[src/rtl/serial_divider_unit_pkg.sv]
// Shared definitions for the serial restoring divider: FSM encoding and default width.
package serial_divider_unit_pkg;

    // Operand / quotient / remainder width used when the top is not overridden.
    localparam int unsigned DefaultWidth = 16;

    typedef enum logic [1:0] {
        StIdle = 2'd0,
        StRun  = 2'd1,
        StDone = 2'd2
    } div_state_e;

endpackage

[src/rtl/serial_divider_unit_div_step.sv]
// One restoring-division iteration: shift the next dividend bit into the partial
// remainder, trial-subtract the divisor, keep or restore, and shift the quotient bit in.
module serial_divider_unit_div_step #(
    parameter int unsigned WIDTH = 16
) (
    input  logic [WIDTH:0]   r_i,
    input  logic [WIDTH-1:0] q_i,
    input  logic [WIDTH-1:0] d_i,
    output logic [WIDTH:0]   r_o,
    output logic [WIDTH-1:0] q_o
);

    logic [WIDTH:0] r_shift;
    logic [WIDTH:0] trial;

    // Single WIDTH+1-bit subtractor; its MSB is the borrow / sign of the trial.
    always_comb begin
        r_shift = {r_i[WIDTH-1:0], q_i[WIDTH-1]};
        trial   = r_shift - {1'b0, d_i};
        if (!trial[WIDTH]) begin
            r_o = trial;
            q_o = {q_i[WIDTH-2:0], 1'b1};
        end else begin
            r_o = r_shift;
            q_o = {q_i[WIDTH-2:0], 1'b0};
        end
    end

endmodule

[src/rtl/serial_divider_unit.sv]
// Multi-cycle unsigned restoring divider: one quotient bit per clock.
// Holds the FSM, iteration counter, working registers and result registers.
module serial_divider_unit
    import serial_divider_unit_pkg::*;
#(
    parameter int unsigned WIDTH = DefaultWidth
) (
    input  logic             clk,
    input  logic             reset,
    input  logic             start,
    input  logic [WIDTH-1:0] X,
    input  logic [WIDTH-1:0] Y,
    output logic             busy,
    output logic             done,
    output logic [WIDTH-1:0] quotient,
    output logic [WIDTH-1:0] remainder,
    output logic             div_by_zero
);

    localparam int unsigned CntW = (WIDTH > 2) ? $clog2(WIDTH) : 1;
    localparam logic [CntW-1:0] LastCount = CntW'(WIDTH - 1);

    div_state_e       state_q, state_d;
    logic [CntW-1:0]  count_q, count_d;
    logic [WIDTH:0]   r_q, r_d;
    logic [WIDTH-1:0] qs_q, qs_d;
    logic [WIDTH-1:0] d_q, d_d;
    logic [WIDTH-1:0] quo_q, quo_d;
    logic [WIDTH-1:0] rem_q, rem_d;
    logic             dbz_q, dbz_d;

    logic [WIDTH:0]   step_r;
    logic [WIDTH-1:0] step_q;

    serial_divider_unit_div_step #(
        .WIDTH (WIDTH)
    ) u_div_step (
        .r_i (r_q),
        .q_i (qs_q),
        .d_i (d_q),
        .r_o (step_r),
        .q_o (step_q)
    );

    // Next-state: accept in IDLE/DONE, iterate in RUN; results change only on entry to DONE.
    always_comb begin
        state_d = state_q;
        count_d = count_q;
        r_d     = r_q;
        qs_d    = qs_q;
        d_d     = d_q;
        quo_d   = quo_q;
        rem_d   = rem_q;
        dbz_d   = dbz_q;

        case (state_q)
            StRun: begin
                r_d     = step_r;
                qs_d    = step_q;
                count_d = count_q + 1'b1;
                if (count_q == LastCount) begin
                    state_d = StDone;
                    quo_d   = step_q;
                    rem_d   = step_r[WIDTH-1:0];
                    dbz_d   = 1'b0;
                end
            end
            default: begin
                state_d = StIdle;
                if (start) begin
                    d_d     = Y;
                    qs_d    = X;
                    r_d     = '0;
                    count_d = '0;
                    if (Y == '0) begin
                        // Divide by zero skips iteration entirely.
                        state_d = StDone;
                        quo_d   = '1;
                        rem_d   = X;
                        dbz_d   = 1'b1;
                    end else begin
                        state_d = StRun;
                    end
                end
            end
        endcase
    end

    // State and datapath registers with synchronous active-high reset.
    always_ff @(posedge clk) begin
        if (reset) begin
            state_q <= StIdle;
            count_q <= '0;
            r_q     <= '0;
            qs_q    <= '0;
            d_q     <= '0;
            quo_q   <= '0;
            rem_q   <= '0;
            dbz_q   <= 1'b0;
        end else begin
            state_q <= state_d;
            count_q <= count_d;
            r_q     <= r_d;
            qs_q    <= qs_d;
            d_q     <= d_d;
            quo_q   <= quo_d;
            rem_q   <= rem_d;
            dbz_q   <= dbz_d;
        end
    end

    assign busy        = (state_q == StRun);
    assign done        = (state_q == StDone);
    assign quotient    = quo_q;
    assign remainder   = rem_q;
    assign div_by_zero = dbz_q;

endmodule

[config.mk]
export PLATFORM = sky130hd
export DESIGN_NAME = serial_divider_unit
export DESIGN_NICKNAME = d
export VERILOG_FILES = /design/src/rtl/serial_divider_unit_pkg.sv /design/src/rtl/serial_divider_unit_div_step.sv /design/src/rtl/serial_divider_unit.sv
export SDC_FILE = /design/constraint.sdc
export NUM_CORES = 1
export LEC_CHECK = 0
export ABC_AREA = 1
export CORE_MARGIN = 3
export CORE_UTILIZATION = 48
export CTS_CLUSTER_DIAMETER = 150
export DETAILED_ROUTE_END_ITERATION = 10
export GPL_TIMING_DRIVEN = 0
export MAX_ROUTING_LAYER = met4
export PLACE_DENSITY = 0.8
export SLEW_MARGIN = 15
export SYNTH_ARGS = -nofsm -noshare
export SYNTH_HDL_FRONTEND = slang
export SYNTH_SLANG_ARGS = --single-unit
[constraint.sdc]
create_clock -name clk -period 1.9 [get_ports clk]
set_input_delay 0.19 -clock clk [delete_from_list [all_inputs] [get_ports clk]]
set_output_delay 0.19 -clock clk [all_outputs]
set_load 0.005 [all_outputs]
**Yosys cells after proc, flatten, opt, wreduce, memory -nomap -nowiden**

Cells that the tools add are included.
Widths: inputs -> output; s select.

- Add/sub/neg operators: 2
- Equal/unequal tests: 4
- Multiplexer cells: 24
- Bitwise operators: 1
- Reduce and logical (&&, ||, !) cells: 5

Operator list:

| cell | number |
|---|---|
| $mux 16 | 13 |
| $sub 17x16->17 | 1 |
| $logic_not 16->1 | 1 |
| $mux 2 | 4 |
| $mux 4 | 2 |
| $mux 1 | 5 |
| $add 4x1->4 const B | 1 |
| $eq 4x4->1 const B | 1 |
| $reduce_bool 2->1 | 2 |
| $reduce_and 3->1 | 1 |
| $eq 2x1->1 const B | 1 |
| $eq 2x2->1 const B | 1 |
| $ne 2x1->1 const B | 1 |
| $reduce_and 2->1 | 1 |
| $not 1->1 | 1 |

- Register bits: 87
- Bits of input ports: 35
- Output and inout port bits: 35
- Logic and storage cells: 44

**Depth between registers and ports, before layout**

- Depth in word-level cells: 4
- Depth in mapped cells: 17
- Depth with buffers taken out: 16

**Hierarchy**

A second synthesis with hierarchy kept.

- Cell total of the unflattened synthesis: 752
- Area total of the unflattened synthesis: 5,149.9 um^2

By module, submodules not included:

| module | instances | cells an instance | area each (um^2) | seq. area each (um^2) |
|---|---|---|---|---|
| serial_divider_unit | 1 | 486 | 3,783.6 | 1,761.7 |
| serial_divider_unit_div_step | 1 | 266 | 1,366.3 | 0.0 |

**Worst setup path before layout**

OpenSTA, ideal clock, no wires.

- Path kind: register to register
- From: register qs_q[15]
- To: register r_q[15]
- Library setup time: 0.109 ns
- Data arrival time: 1.854 ns
- Path slack: -0.063 ns
- Cell stages (with the launch flop): 18
- Path buffers: 1
- Period minus slack after synthesis: 1.963 ns
- Cells stage by stage: dfxtp_1 > inv_1 > ha_1 > inv_1 > fa_1 > nand2_1 > nand2_1 > nand3_2 > nand2_2 > nand2_2 > nand2_2 > nand2_2 > nand2_4 > buf_12 > nand3_2 > nand3_1 > nand2_1 > inv_1

- Word-level cells in the longest chain between the ends: 3

Ends and longest elaborated chain:

| item | RTL line | source |
|---|---|---|
| start: declaration | serial_divider_unit.sv:26 | `logic [WIDTH-1:0] qs_q, qs_d;` |
| start signal: assignment | serial_divider_unit.sv:104 | `qs_q <= qs_d;` |
| $sub 17x16->17 | serial_divider_unit_div_step.sv:19 | `trial = r_shift - {1'b0, d_i};` |
| $mux 16 | serial_divider_unit_div_step.sv:20 | `if (!trial[WIDTH]) begin` |
| $mux 16 | serial_divider_unit.sv:56 | `case (state_q)` |
| end signal: assignment | serial_divider_unit.sv:103 | `r_q <= r_d;` |
| end: declaration | serial_divider_unit.sv:25 | `logic [WIDTH:0] r_q, r_d;` |

No other way between the ends.
A chain may end at the register's enable or synchronous reset.

**Worst setup path after layout**

- From: register qs_q[15]
- To: register rem_q[11] (netlist: remainder[11])

- Word-level cells in the longest chain between the ends: 4

Ends and longest elaborated chain:

| item | RTL line | source |
|---|---|---|
| $sub 17x16->17 | serial_divider_unit_div_step.sv:19 |  |
| $mux 16 | serial_divider_unit_div_step.sv:20 |  |
| $mux 16 | serial_divider_unit.sv:61 | `if (count_q == LastCount) begin` |
| $mux 16 | serial_divider_unit.sv:56 |  |
| end signal: assignment | serial_divider_unit.sv:107 | `rem_q <= rem_d;` |
| end: declaration | serial_divider_unit.sv:29 | `logic [WIDTH-1:0] rem_q, rem_d;` |

No other way between the ends. The select of a mux whose other input is x is not followed.

==> flow_metrics.tcl <==
set metrics [dict create \
    status "finished with violations" \
    violations "negative setup slack" \
    num-nets-final 916 \
    die_area_sq_um 11900 \
    core-area_sq_um 10300 \
    synth_top_cell_by_area "dfxtp_1" \
    crit_fanout 5 \
    rsz0062_at_grt "yes" \
    drc 0 \
    critPathKind "register to register" \
    rows 37 \
    gr-usage-met1_pct 32.6 \
    ioPinCount 70 \
    syn_avg_cell_area_sq_um 6.61 \
    first_iter_violations 378 \
    numCtsBuffers 9 \
    via_per_inst 5.14 \
    cts_max_level 3 \
    power_density_nw_per_um2 947 \
    wire_per_inst_um 14.4 \
    worst_path_max_delay_cell "fa_2" \
    p_leak_nw 3.23 \
    final_max_slew_viol_count 0 \
    syn_inst 772 \
    cap_violations 0 \
    cts_num_sinks 87 \
    grt_overflow 0 \
    gp_congestion 0.967 \
    layout-drive-gt1-share_pct 16.1 \
    crit_chain "inv_2 > ha_4 > inv_4 > fa_2 > nand2_2 > nand2_2 > nand3_2 > nand2_2 > nand2_4 > nand2_4 > nand2_4 > nand2_4 > buf_12 > nand3_2 > nand3_1 > nand2_1 > inv_1" \
    netlist_area_sq_um 5100 \
    syn_to_final_growth_pct 30.5 \
    grt_pass1_vias 4790 \
    startpoint_type "register" \
    ys_top_cells_by_area "dfxtp_1 (34%), nand2_1 (13%), inv_1 (10%)" \
    synth_cell_types 35 \
    dieHeight_um 109 \
    max_stage_delay_ps 360 \
    antenna_found_initial 0 \
    dr.pass1.iters 5 \
    final-hold-violation-count 0 \
    cp-end-kind "register" \
    setup_slack_ps -197 \
    insertion_delay_ps 380 \
    cpMostUsedCell "nand2_4" \
    min_period_ps 2100 \
    clock_path_buffers 2 \
    p_total_mw 6.31 \
    synth-main-ff-cell "dfxtp_1" \
    yosys.area.top_type_share_pct 34.1 \
    grt_pass1_wl_um 22800 \
    grtUsageMet3_pct 3.32 \
    grtUsageMet2_pct 40.5 \
    wirelength_um 14500 \
    yosys_warnings 0 \
    synth-edff-count 0 \
    num_vias 5162 \
    synthArstFlopShare_pct 0 \
    syn_nets 825 \
    place_ws_ps -429 \
    grt.total_usage_pct 25.2 \
    setup_violations 34 \
    ys_seq_elements 87 \
    finalClockSkew_ps 14.8 \
    grt_max_degree 20 \
    ctsHoldBuffers 0 \
    antenna_left 0 \
    critPathArrivalTime_ps 2370 \
    dp_hpwl_um 10400 \
    finalCritPeriodShare_pct 110 \
    n_antenna_cell 0 \
    yosysMostFrequentCell "nand2_1" \
    die_w_um 109 \
    fmaxAchievable_ghz 0.477 \
    seq_area_frac_synth_pct 34.1 \
    initial_utilization_pct 49.4 \
    clk_pin_slew_ps 100 \
    clockRootBuffer "clkbuf_8" \
    worst_slew_pin_slew_ps 604 \
    synthTopCellsByCount "nand2_1 (177), inv_1 (142), dfxtp_1 (87), o21ai_0 (77), nand3_1 (64)" \
    worstPathRequired_ps 2180 \
    hold_path_class "input port to register" \
    grt.busiest_layer "met2" \
    portBuffers 68 \
    relSlewSlack_pct 59.7 \
    peakVddDrop_v 0.000540 \
    cts_tree "yes" \
]
==> worst paths after layout <==
check	start	to	slack [ps]	cells past startpoint
min	reset	state_q[1]$_SDFFE_PP0P_	230	2
min reg2reg	quotient[11]$_SDFFE_PP0P_	quotient[11]$_SDFFE_PP0P_	470	2
max	qs_q[15]$_SDFFE_PP0N_	remainder[11]$_SDFFE_PP0P_	-200	17
max reg2reg	qs_q[15]$_SDFFE_PP0N_	remainder[11]$_SDFFE_PP0P_	-200	17
==> layout by cell type (no fill, tap or decap), types with 8 or more instances in the layout <==
cell type | Yosys | layout
nand4_1 | 8 | 8
clkbuf_1 | 18 | 18
nand2_2 | 9 | 16
dfxtp_1 | 87 | 82
buf_4 | 1 | 10
o21ai_0 | 77 | 77
nand3_1 | 64 | 42
nor2_1 | 44 | 43
clkdlybuf4s50_1 | 0 | 68
clkbuf_8 | 2 | 11
nand2_1 | 177 | 167
nand3_2 | 19 | 36
a21oi_1 | 56 | 56
inv_1 | 142 | 140
==> where the power goes <==
group / switching (mW) / internal, mW
Combinational: 1.59 / 1.11
Sequential: 0.110 / 1.93
Clock: 0.784 / 0.775
==> worst max-delay path, delay by kind of cell, from the launching register on <==
family,cells,cell delay [ps]
buffers and inverters,4,290
DFF,1,340
adders and majority gates,2,490
and+or+nand+nor,11,890
==> through the flow <==
| step | std cells | TNS [ps] | hold slack [ps] | util [%] | area [sq um] |
|---|---|---|---|---|---|
| 2_1_floorplan | 772 | 0 | 330 | - | 5120 |
| 3_3_place_gp | 976 | -15410 | 450 | 57.9 | 5970 |
| 3_5_place_dp | 976 | -13710 | 455 | 57.9 | 5970 |
| 4_1_cts | 999 | -2810 | 225 | 62.4 | 6440 |
| 5_1_grt | 1004 | -8590 | 243 | 64.5 | 6660 |
| 6_report | 1004 | -4850 | 231 | 64.5 | 6660 |
==> flip-flops by register name, summed over array words and instances (netlist names) <==
register	cells
d_q	16
count_q	4
div_by_zero	1
state_q	2
quotient	16
qs_q	16
remainder	16
r_q	16
==> cell type report <==
| type | count | area, sq um |
|---|---|---|
| timing repair buffer | 80 | 812 |
| multi-input combinational | 503 | 2910 |
| buffer | 34 | 223 |
| tap | 136 | 170 |
| sequential | 87 | 1750 |
| clock buffer | 9 | 124 |
| clock inverter | 7 | 115 |
| inverter | 148 | 558 |
| fill | 909 | 3660 |
==> metal layers <==
layer	vias up	part of all wire, %
met5	-	0
met4	0	2.7
met3	37	6.3
met2	185	47
met1	2335	44
li1	2605	-
==> repair_timing <==
item | CTS | global route
pin swaps | 8 | 4
endpoints found under the hold margin | 0 | 0
setup buffers | 7 | 3
cloned | 1 | 2
setup endpoints to repair | 35 | 50
resized for setup | 32 | 31
==> cell families after synthesis <==
logic type	count (synthesis)	synth area share (%)
buf+inv	183	15.2
flops	87	34.1
compound gates	141	14.2
simple gates	336	30.6
fa+ha+maj	18	4.56
xor+xnor	7	1.20
No activity file was read; power rests on OpenSTA's default activity.
